<file path="config.mk">
export PLATFORM = sky130hd
export DESIGN_NAME = dynamic_mode_mac
export DESIGN_NICKNAME = d
export VERILOG_FILES = /design/src/rtl/dynamic_mac_pkg.sv /design/src/rtl/mac_lane.sv /design/src/rtl/dynamic_mode_mac.sv
export SDC_FILE = /design/constraint.sdc
export NUM_CORES = 2
export LEC_CHECK = 0
export BUFFER_PORTS_ARGS = -buffer_cell sky130_fd_sc_hd__buf_2
export CAP_MARGIN = 20
export CORE_MARGIN = 2
export CORE_UTILIZATION = 50
export DETAILED_ROUTE_END_ITERATION = 10
export PLACE_DENSITY = 0.65
export SLEW_MARGIN = 10
export SYNTH_ARGS = -nofsm -noshare
export SYNTH_HDL_FRONTEND = slang
export SYNTH_SLANG_ARGS = --single-unit
export TNS_END_PERCENT = 30
</file>
<file path="constraint.sdc">
create_clock -name clk -period 7.5 [get_ports clk]
set_input_delay 0.375 -clock clk [delete_from_list [all_inputs] [get_ports clk]]
set_output_delay 0.375 -clock clk [all_outputs]
set_load 0.1 [all_outputs]
</file>
<file path="src/rtl/dynamic_mac_pkg.sv">
// dynamic_mac_pkg: opcode type and decode helpers shared by the multiply-accumulate datapath
package dynamic_mac_pkg;
  typedef enum logic [1:0] {
    OP_ADD_C   = 2'b00,
    OP_SUB_C   = 2'b01,
    OP_ACC_ADD = 2'b10,
    OP_ACC_SUB = 2'b11
  } mac_op_e;

  function automatic logic is_acc(input mac_op_e op);
    return op[1];
  endfunction

  function automatic logic is_sub(input mac_op_e op);
    return op[0];
  endfunction
endpackage

</file>
<file path="src/rtl/mac_lane.sv">
// mac_lane: one lane's product stage, add/subtract stage and accumulator (DYNAMIC_MODE_MAC_SAT_EN clamps on overflow)
module mac_lane
  import dynamic_mac_pkg::*;
#(
  parameter int AW = 16,
  parameter int BW = 16,
  parameter int CW = 32,
  parameter int PW = 40
) (
  input  logic                 clk,
  input  logic                 rst_n,
  input  logic                 ce_i,
  input  logic                 fire_i,
  input  logic signed [AW-1:0] a_i,
  input  logic signed [BW-1:0] b_i,
  input  logic signed [CW-1:0] c_i,
  input  mac_op_e              op_i,
  input  logic                 clr_i,
  output logic signed [PW-1:0] pout_o,
  output logic                 sat_o
);
  logic signed [AW+BW-1:0] prod_q;
  logic signed [PW-1:0]    c_q, acc_q, term, prod_x, res_d;
  logic [PW:0]             sum;
  mac_op_e                 op_q;
  logic                    clr_q, ovf, sat_q;

  // the output register doubles as the accumulator: every beat leaving the lane loads both
  assign term   = is_acc(op_q) ? (clr_q ? '0 : acc_q) : c_q;
  assign prod_x = PW'(prod_q);
  assign sum    = is_sub(op_q) ? {term[PW-1], term} - {prod_x[PW-1], prod_x}
                               : {term[PW-1], term} + {prod_x[PW-1], prod_x};
  assign ovf    = sum[PW] ^ sum[PW-1];
`ifdef DYNAMIC_MODE_MAC_SAT_EN
  assign res_d  = ovf ? (sum[PW] ? {1'b1, {(PW-1){1'b0}}} : {1'b0, {(PW-1){1'b1}}}) : sum[PW-1:0];
`else
  assign res_d  = sum[PW-1:0];
`endif
  assign pout_o = acc_q;
  assign sat_o  = sat_q;

  // S2: multiply and sign-extend C, advancing with the shared pipeline enable
  always_ff @(posedge clk or negedge rst_n)
    if (!rst_n) begin
      prod_q <= '0;
      c_q    <= '0;
      op_q   <= OP_ADD_C;
      clr_q  <= 1'b0;
    end else if (ce_i) begin
      prod_q <= (AW+BW)'(a_i) * (AW+BW)'(b_i);
      c_q    <= PW'(c_i);
      op_q   <= op_i;
      clr_q  <= clr_i;
    end

  // S3: only valid beats update result, accumulator and overflow flag
  always_ff @(posedge clk or negedge rst_n)
    if (!rst_n) begin
      acc_q <= '0;
      sat_q <= 1'b0;
    end else if (fire_i) begin
      acc_q <= res_d;
      sat_q <= ovf;
    end
endmodule

</file>
<file path="src/rtl/dynamic_mode_mac.sv">
// dynamic_mode_mac: NCH-lane 3-stage signed multiply-add/accumulate with valid/ready (DYNAMIC_MODE_MAC_SAT_EN selects saturation)
module dynamic_mode_mac
  import dynamic_mac_pkg::*;
#(
  parameter int NCH = 4,
  parameter int AW  = 16,
  parameter int BW  = 16,
  parameter int CW  = 32,
  parameter int PW  = 40
) (
  input  logic              clk,
  input  logic              rst_n,
  input  logic              in_valid,
  output logic              in_ready,
  input  logic [1:0]        op,
  input  logic              acc_clr,
  input  logic [NCH*AW-1:0] ain,
  input  logic [NCH*BW-1:0] bin,
  input  logic [NCH*CW-1:0] cin,
  output logic              out_valid,
  input  logic              out_ready,
  output logic [NCH*PW-1:0] pout,
  output logic [NCH-1:0]    sat_flag
);
  logic              ce, v1_q, v2_q, ov_q, clr_q;
  logic [NCH*AW-1:0] a_q;
  logic [NCH*BW-1:0] b_q;
  logic [NCH*CW-1:0] c_q;
  mac_op_e           op_q;

  assign ce        = !ov_q || out_ready;
  assign in_ready  = ce;
  assign out_valid = ov_q;

  // S1 operand capture and stage valids, all frozen together while the output is stalled
  always_ff @(posedge clk or negedge rst_n)
    if (!rst_n) begin
      v1_q  <= 1'b0;
      v2_q  <= 1'b0;
      ov_q  <= 1'b0;
      a_q   <= '0;
      b_q   <= '0;
      c_q   <= '0;
      op_q  <= OP_ADD_C;
      clr_q <= 1'b0;
    end else if (ce) begin
      v1_q  <= in_valid;
      v2_q  <= v1_q;
      ov_q  <= v2_q;
      a_q   <= ain;
      b_q   <= bin;
      c_q   <= cin;
      op_q  <= mac_op_e'(op);
      clr_q <= acc_clr;
    end

  for (genvar i = 0; i < NCH; i++) begin : g_lane
    mac_lane #(.AW(AW), .BW(BW), .CW(CW), .PW(PW)) u_lane (
      .clk    (clk),
      .rst_n  (rst_n),
      .ce_i   (ce),
      .fire_i (ce && v2_q),
      .a_i    (a_q[i*AW +: AW]),
      .b_i    (b_q[i*BW +: BW]),
      .c_i    (c_q[i*CW +: CW]),
      .op_i   (op_q),
      .clr_i  (clr_q),
      .pout_o (pout[i*PW +: PW]),
      .sat_o  (sat_flag[i])
    );
  end
endmodule

</file>
After elaboration in Yosys (flattened, before gate mapping). Cells that the tools add are included.

Input port bits: 263. Bits in registers: 685. Output and inout port bits: 166. Logic and storage cells: 57.

Reductions and logical operators: 3. Add/sub/neg operators: 8. Multiply operators: 4. Bitwise operators: 4. Multiplexer cells: 12.

Operators by type and width (number): two-way mux 40 bit (8); adder 40 x 32 -> 41 bit (4); two-way mux 41 bit (4); subtractor 40 x 32 -> 41 bit (4); multiplier 16 x 16 -> 32 bit (4); bitwise XOR 1 bit (4); logical AND 1 bit (1); zero test 1 bit (1); logical OR 1 bit (1).

Logic depth before layout (Yosys ltp).
Depth in word-level cells: 5. Gate-level depth with buffers: 26. Gate-level depth less buffers: 24.

Cells and area by module. A second synthesis with hierarchy kept.

Cell total of the unflattened synthesis: 8121. Area, all modules: 78172.5 um^2.

Modules (own cells, without submodules): mac_lane at g_lane[1].u_lane (area an instance 17231.5 um^2, cells each 1911, instances 1, seq. area each 2702.6 um^2); mac_lane at g_lane[2].u_lane (area an instance 17132.7 um^2, cells each 1898, instances 1, seq. area each 2702.6 um^2); mac_lane at g_lane[0].u_lane (area an instance 17048.9 um^2, cells each 1894, instances 1, seq. area each 2702.6 um^2); mac_lane at g_lane[3].u_lane (area an instance 16911.2 um^2, cells each 1863, instances 1, seq. area each 2702.6 um^2); dynamic_mode_mac (area an instance 9848.2 um^2, cells each 555, instances 1, seq. area each 6556.3 um^2).

Least setup slack after synthesis. Ideal clock, no wire load.

Kind: reg2reg. From: register a_q[11]. To: register g_lane[0].u_lane.prod_q[29]. Clock period less this slack: 6.400 ns. Arrival: 6.263 ns. Setup slack: 1.100 ns. Required time: 7.363 ns. Library setup time: 0.137 ns. Cell stages (with the launch flop): 23. Path buffers: 1. Path through: dfrtp_1 clkbuf_1 nand2_1 fa_1 fa_1 fa_1 inv_1 fa_1 fa_1 inv_1 fa_1 inv_1 ha_1 and3_1 a221o_1 o311a_1 o211ai_1 a21oi_1 o31a_1 nand2b_1 a31o_2 xnor2_1 a21oi_1.

Longest elaborated chain between the ends: 1.

Ends and longest elaborated chain: start: declaration (line dynamic_mode_mac.sv:26) `logic [NCH*AW-1:0] a_q;`; start signal: assignment (line dynamic_mode_mac.sv:50) `a_q <= ain;`; multiplier 16 x 16 -> 32 bit (line mac_lane.sv:50) `prod_q <= (AW+BW)'(a_i) * (AW+BW)'(b_i);`; end signal: assignment (line mac_lane.sv:50); end: declaration (line mac_lane.sv:22) `logic signed [AW+BW-1:0] prod_q;`.

No other way between the ends. A chain may end at the register's enable or synchronous reset.

Worst setup path after layout.
From: register b_q[2]. To: register g_lane[0].u_lane.prod_q[29].

Longest elaborated chain between the ends: 1.

Ends and longest elaborated chain: start: declaration (line dynamic_mode_mac.sv:27) `logic [NCH*BW-1:0] b_q;`; start signal: assignment (line dynamic_mode_mac.sv:51) `b_q <= bin;`; multiplier 16 x 16 -> 32 bit (line mac_lane.sv:50).

No other way between the ends.

==> impl_table.tex <==
\begin{tabular}{lr}
\hline
Metric & Value \\
\hline
\multicolumn{2}{l}{\textbf{Global route}} \\
\quad Remaining Overflow, GRT & 0 \\
\quad Total global-route track usage & 28.1\% \\
\quad Largest net degree at the start of global routing & 210 \\
\quad First-pass GRT wire length & roughly 350 mm \\
\quad Number of global-route vias before repair & 62,816 \\
\quad Initial antenna violation count & 2 \\
\multicolumn{2}{l}{\textbf{Yosys}} \\
\quad Number of synthesized register bits & slightly below 700 \\
\quad Top flip-flop cell by instance count after synthesis & sky130\_fd\_sc\_hd\_\_dfrtp\_1 \\
\quad Post-synthesis area per instance & 8.69 µm² \\
\quad Number of enable-type register cells in the synthesized netlist & 0 \\
\quad Share of the synthesized area in the top cell type & 27.6\% \\
\quad Post-synth top area cell & sky130\_fd\_sc\_hd\_\_fa\_1 \\
\quad Net count after synthesis & about 11,000 \\
\quad Dominant cells by area after synthesis & sky130\_fd\_sc\_hd\_\_fa\_1 28\%, sky130\_fd\_sc\_hd\_\_dfrtp\_1 22\%, sky130\_fd\_sc\_hd\_\_nand2\_1 9.2\% \\
\quad Post-synth cell types & 86 \\
\quad Sequential share of the synthesized area & 22.5\% \\
\quad Number of standard cells after synthesis & around 8,800 \\
\quad Synth warn & 0 \\
\quad Post-synthesis instance area & 76,300 µm² \\
\quad Fraction of registers with async set/reset & 100\% \\
\multicolumn{2}{l}{\textbf{Drt}} \\
\quad Total wire length after detailed routing & 214 mm \\
\quad Drt wl/cell & between 15 and 20 µm \\
\quad Number of DRC markers in iteration 0 & 3,961 \\
\quad Residual antenna-violating net count after detailed routing & 0 \\
\quad DRT Pass-1 Iters & 6 \\
\quad Vias & 60,213 \\
\quad Post-detailed-route via-to-cell ratio & 5.31 \\
\quad DRC viols & 0 \\
\multicolumn{2}{l}{\textbf{STA}} \\
\quad Finish-stage setup viols & 0 \\
\quad Share of the clock period used by the worst path & 92.8\% \\
\quad Final number of max-transition violations & 0 \\
\quad Hold Fails Final Rpt & 0 \\
\quad Unrepaired setup endpoints after global routing & no \\
\quad Final critical path time including I/O delays and setup & $\sim$7000 ps \\
\quad Highest clock rate & approximately 140 MHz \\
\quad Slew headroom & 22.2\% \\
\quad Tightest Pin Transition & between 1000 and 1500 ps \\
\quad Worst-case clock skew & 43.0 ps \\
\quad Sum Neg Setup Slack & 0 ps \\
\multicolumn{2}{l}{\textbf{Setup path}} \\
\quad Kind of start point of the critical path & flip-flop \\
\quad Data required time of the worst path & approximately 8000 ps \\
\quad Peak fanout along the critical path & 17 \\
\quad Worst r2r dst & g\_lane[0].u\_lane.prod\_q[29] \\
\quad R2R Path Start & b\_q[2] \\
\quad Setup Crit Path Kind & reg -> reg \\
\quad Critical path data arrival time & between 7000 and 8000 ps \\
\quad Reg2reg setup slack & $\sim$540 ps \\
\quad Critical Path End Type & flip-flop \\
\quad Worst-case reg-to-reg path depth & 21 \\
\multicolumn{2}{l}{\textbf{Run}} \\
\quad Total of max-cap violations & 0 \\
\multicolumn{2}{l}{\textbf{Clocking}} \\
\quad TritonCTS clock tree & yes \\
\quad Number of levels in the clock H-tree & 3 \\
\quad CTS Buf Count & 84 \\
\quad Maximum buffer depth of the clock tree & 3 \\
\quad Clk Tree Root Cell & sky130\_fd\_sc\_hd\_\_clkbuf\_16 \\
\quad Number of sinks driven by the clock tree & 685 \\
\quad Post\_cts resized & 0 \\
\quad Clock transition at the registers of the reported paths & 60 ps \\
\quad Cts hold-fix bufs & around 260 \\
\quad Post-CTS setup buffer count & 0 \\
\quad Latest clock arrival within the worst-skew pair & 730 ps \\
\multicolumn{2}{l}{\textbf{Finish}} \\
\quad Commonest cells after routing, fill and taps aside & 1,867 x sky130\_fd\_sc\_hd\_\_nand2\_1, 1,345 x sky130\_fd\_sc\_hd\_\_inv\_1, 1,052 x sky130\_fd\_sc\_hd\_\_fa\_1 \\
\quad Area growth, synth to finish & 12.3\% \\
\quad Number of fillers in the final layout & 13,836 \\
\quad Layout cells sized above 1 & $\sim$7.5\% \\
\quad Area taken by flip-flops and latches & around 17,000 µm² \\
\quad Nets & 11,059 \\
\quad Combined area of the multi-input logic cells & $\sim$53,000 µm² \\
\quad Most common library cell in the layout ignoring fill and taps & sky130\_fd\_sc\_hd\_\_nand2\_1 \\
\multicolumn{2}{l}{\textbf{Placement}} \\
\quad Port Buffer Count & 428 \\
\quad Routability congestion estimate & 0.922 \\
\quad Placed wire-length estimate & around 170 mm \\
\multicolumn{2}{l}{\textbf{Floorplanning}} \\
\quad Die Ht & 395 µm \\
\quad Site row count & 143 \\
\quad Area of the core & roughly 150,000 µm² \\
\quad Die boundary width & 395 µm \\
\quad I/O Pins & 429 \\
\quad Die Outline Area & 156,000 µm² \\
\quad Initial core utilization & 50.3\% \\
\multicolumn{2}{l}{\textbf{Worst hold path}} \\
\quad Path type of the worst min-delay path & in -> async \\
\multicolumn{2}{l}{\textbf{Status}} \\
\quad Result of the run & completed \\
\hline
\end{tabular}
-- worst max-delay path by stage --
stage	to	from	cells after the start	slack (ps)
2_1_floorplan	g_lane[0].u_lane.prod_q[29]	a_q[11]	22	1100
3_3_place_gp	g_lane[0].u_lane.prod_q[29]	b_q[4]	22	640
3_5_place_dp	g_lane[0].u_lane.prod_q[30]	b_q[2]	21	620
4_1_cts	g_lane[0].u_lane.prod_q[28]	b_q[2]	21	550
5_1_grt	g_lane[0].u_lane.prod_q[28]	b_q[2]	21	90
6_report	g_lane[0].u_lane.prod_q[29]	b_q[2]	21	540
-- critical path: stages (launching register included) --
cell	delay, ps
sky130_fd_sc_hd__dfrtp_1	700
sky130_fd_sc_hd__nand2_1	180
sky130_fd_sc_hd__fa_1	520
sky130_fd_sc_hd__fa_1	460
sky130_fd_sc_hd__fa_1	550
sky130_fd_sc_hd__inv_1	60
sky130_fd_sc_hd__fa_1	480
sky130_fd_sc_hd__fa_1	500
sky130_fd_sc_hd__inv_1	50
sky130_fd_sc_hd__fa_1	470
sky130_fd_sc_hd__inv_1	40
sky130_fd_sc_hd__ha_1	300
sky130_fd_sc_hd__and3_1	220
sky130_fd_sc_hd__a221o_1	390
sky130_fd_sc_hd__o311a_1	420
sky130_fd_sc_hd__o211ai_1	310
sky130_fd_sc_hd__a21oi_1	150
sky130_fd_sc_hd__o31a_1	320
sky130_fd_sc_hd__nand2b_1	170
sky130_fd_sc_hd__a31o_2	260
sky130_fd_sc_hd__xnor2_1	140
sky130_fd_sc_hd__a21oi_1	80
-- registers in the layout (all words and copies together) (netlist names) --
signal,cells
a_q,64
b_q,64
c_q,128
clr_q,1
g_lane.u_lane.c_q,128
g_lane.u_lane.clr_q,1
g_lane.u_lane.op_q,2
g_lane.u_lane.pout_o,160
g_lane.u_lane.prod_q,128
g_lane.u_lane.sat_o,4
op_q,2
out_valid,1
v1_q,1
v2_q,1
-- stage by stage --
| step | cell area, µm² | hold WS [ps] | cells | setup slack [ps] | util [%] |
|---|---|---|---|---|---|
| CTS | 85700 | 296 | 11345 | 553 | 56.5 |
| global placement | 80200 | 442 | 10935 | 643 | 52.9 |
| detailed placement | 80200 | 454 | 10935 | 622 | 52.9 |
| finish | 85700 | 312 | 11347 | 537 | 56.5 |
| floorplan | 76300 | 79.4 | 8771 | 1100 | - |
| global route | 85700 | 367 | 11345 | 93.4 | 56.5 |
-- cell usage after synthesis (6+ instances only) --
cell,instances
sky130_fd_sc_hd__ha_1,492
sky130_fd_sc_hd__o21ai_0,554
sky130_fd_sc_hd__mux2_2,11
sky130_fd_sc_hd__fa_1,1052
sky130_fd_sc_hd__inv_1,1346
sky130_fd_sc_hd__o21a_1,37
sky130_fd_sc_hd__nand2_1,1868
sky130_fd_sc_hd__a221o_1,6
sky130_fd_sc_hd__a31oi_1,32
sky130_fd_sc_hd__and2_1,513
sky130_fd_sc_hd__nor3_1,71
sky130_fd_sc_hd__nor2b_1,30
sky130_fd_sc_hd__a2111oi_0,6
sky130_fd_sc_hd__xnor2_1,273
sky130_fd_sc_hd__o21bai_1,39
sky130_fd_sc_hd__clkbuf_1,348
sky130_fd_sc_hd__a21o_1,150
sky130_fd_sc_hd__a211oi_1,35
sky130_fd_sc_hd__o211ai_1,15
sky130_fd_sc_hd__and3_1,29
sky130_fd_sc_hd__xor2_1,120
sky130_fd_sc_hd__or2_2,17
sky130_fd_sc_hd__o22ai_1,6
sky130_fd_sc_hd__nor4_1,16
sky130_fd_sc_hd__or3_1,21
sky130_fd_sc_hd__o31ai_1,41
sky130_fd_sc_hd__mux2i_1,16
sky130_fd_sc_hd__a21boi_0,9
sky130_fd_sc_hd__nand3_1,51
sky130_fd_sc_hd__buf_1,14
sky130_fd_sc_hd__nand2b_1,60
sky130_fd_sc_hd__nor2_1,307
sky130_fd_sc_hd__a21oi_1,341
sky130_fd_sc_hd__o31a_1,6
sky130_fd_sc_hd__a31o_2,10
sky130_fd_sc_hd__or4_1,11
sky130_fd_sc_hd__nand4_1,21
sky130_fd_sc_hd__dfrtp_1,685
-- routing by layer --
layer	GRT usage, %	wire length [µm]
met3	5.81	14800
met5	0	16
met2	44.7	97500
met1	39.2	95400
met4	7.44	5930
-- layout make-up --
cell class / instances / area share, %
Clock inverter: 26 / 0.429
Timing Repair Buffer: 763 / 6.33
Inverter: 1347 / 5.91
Tap cell: 2030 / 2.96
Antenna cell: 2 / 0.00584
Sequential cell: 685 / 20.0
Clock buffer: 123 / 2.85
Multi-Input combinational cell: 6371 / 61.5
-- cell families after synthesis --
group / synth area share [%]
adders and majority gates: 35.7
muxes: 0.372
buffers and inverters: 8.46
and+or+nand+nor: 17.9
DFF: 22.5
xor gates and xnor gates: 4.54
AOI/OAI and AO/OA: 10.6
Power is not shown: default switching activity piles up to over one toggle a cycle in this logic, so the estimate is an artifact.
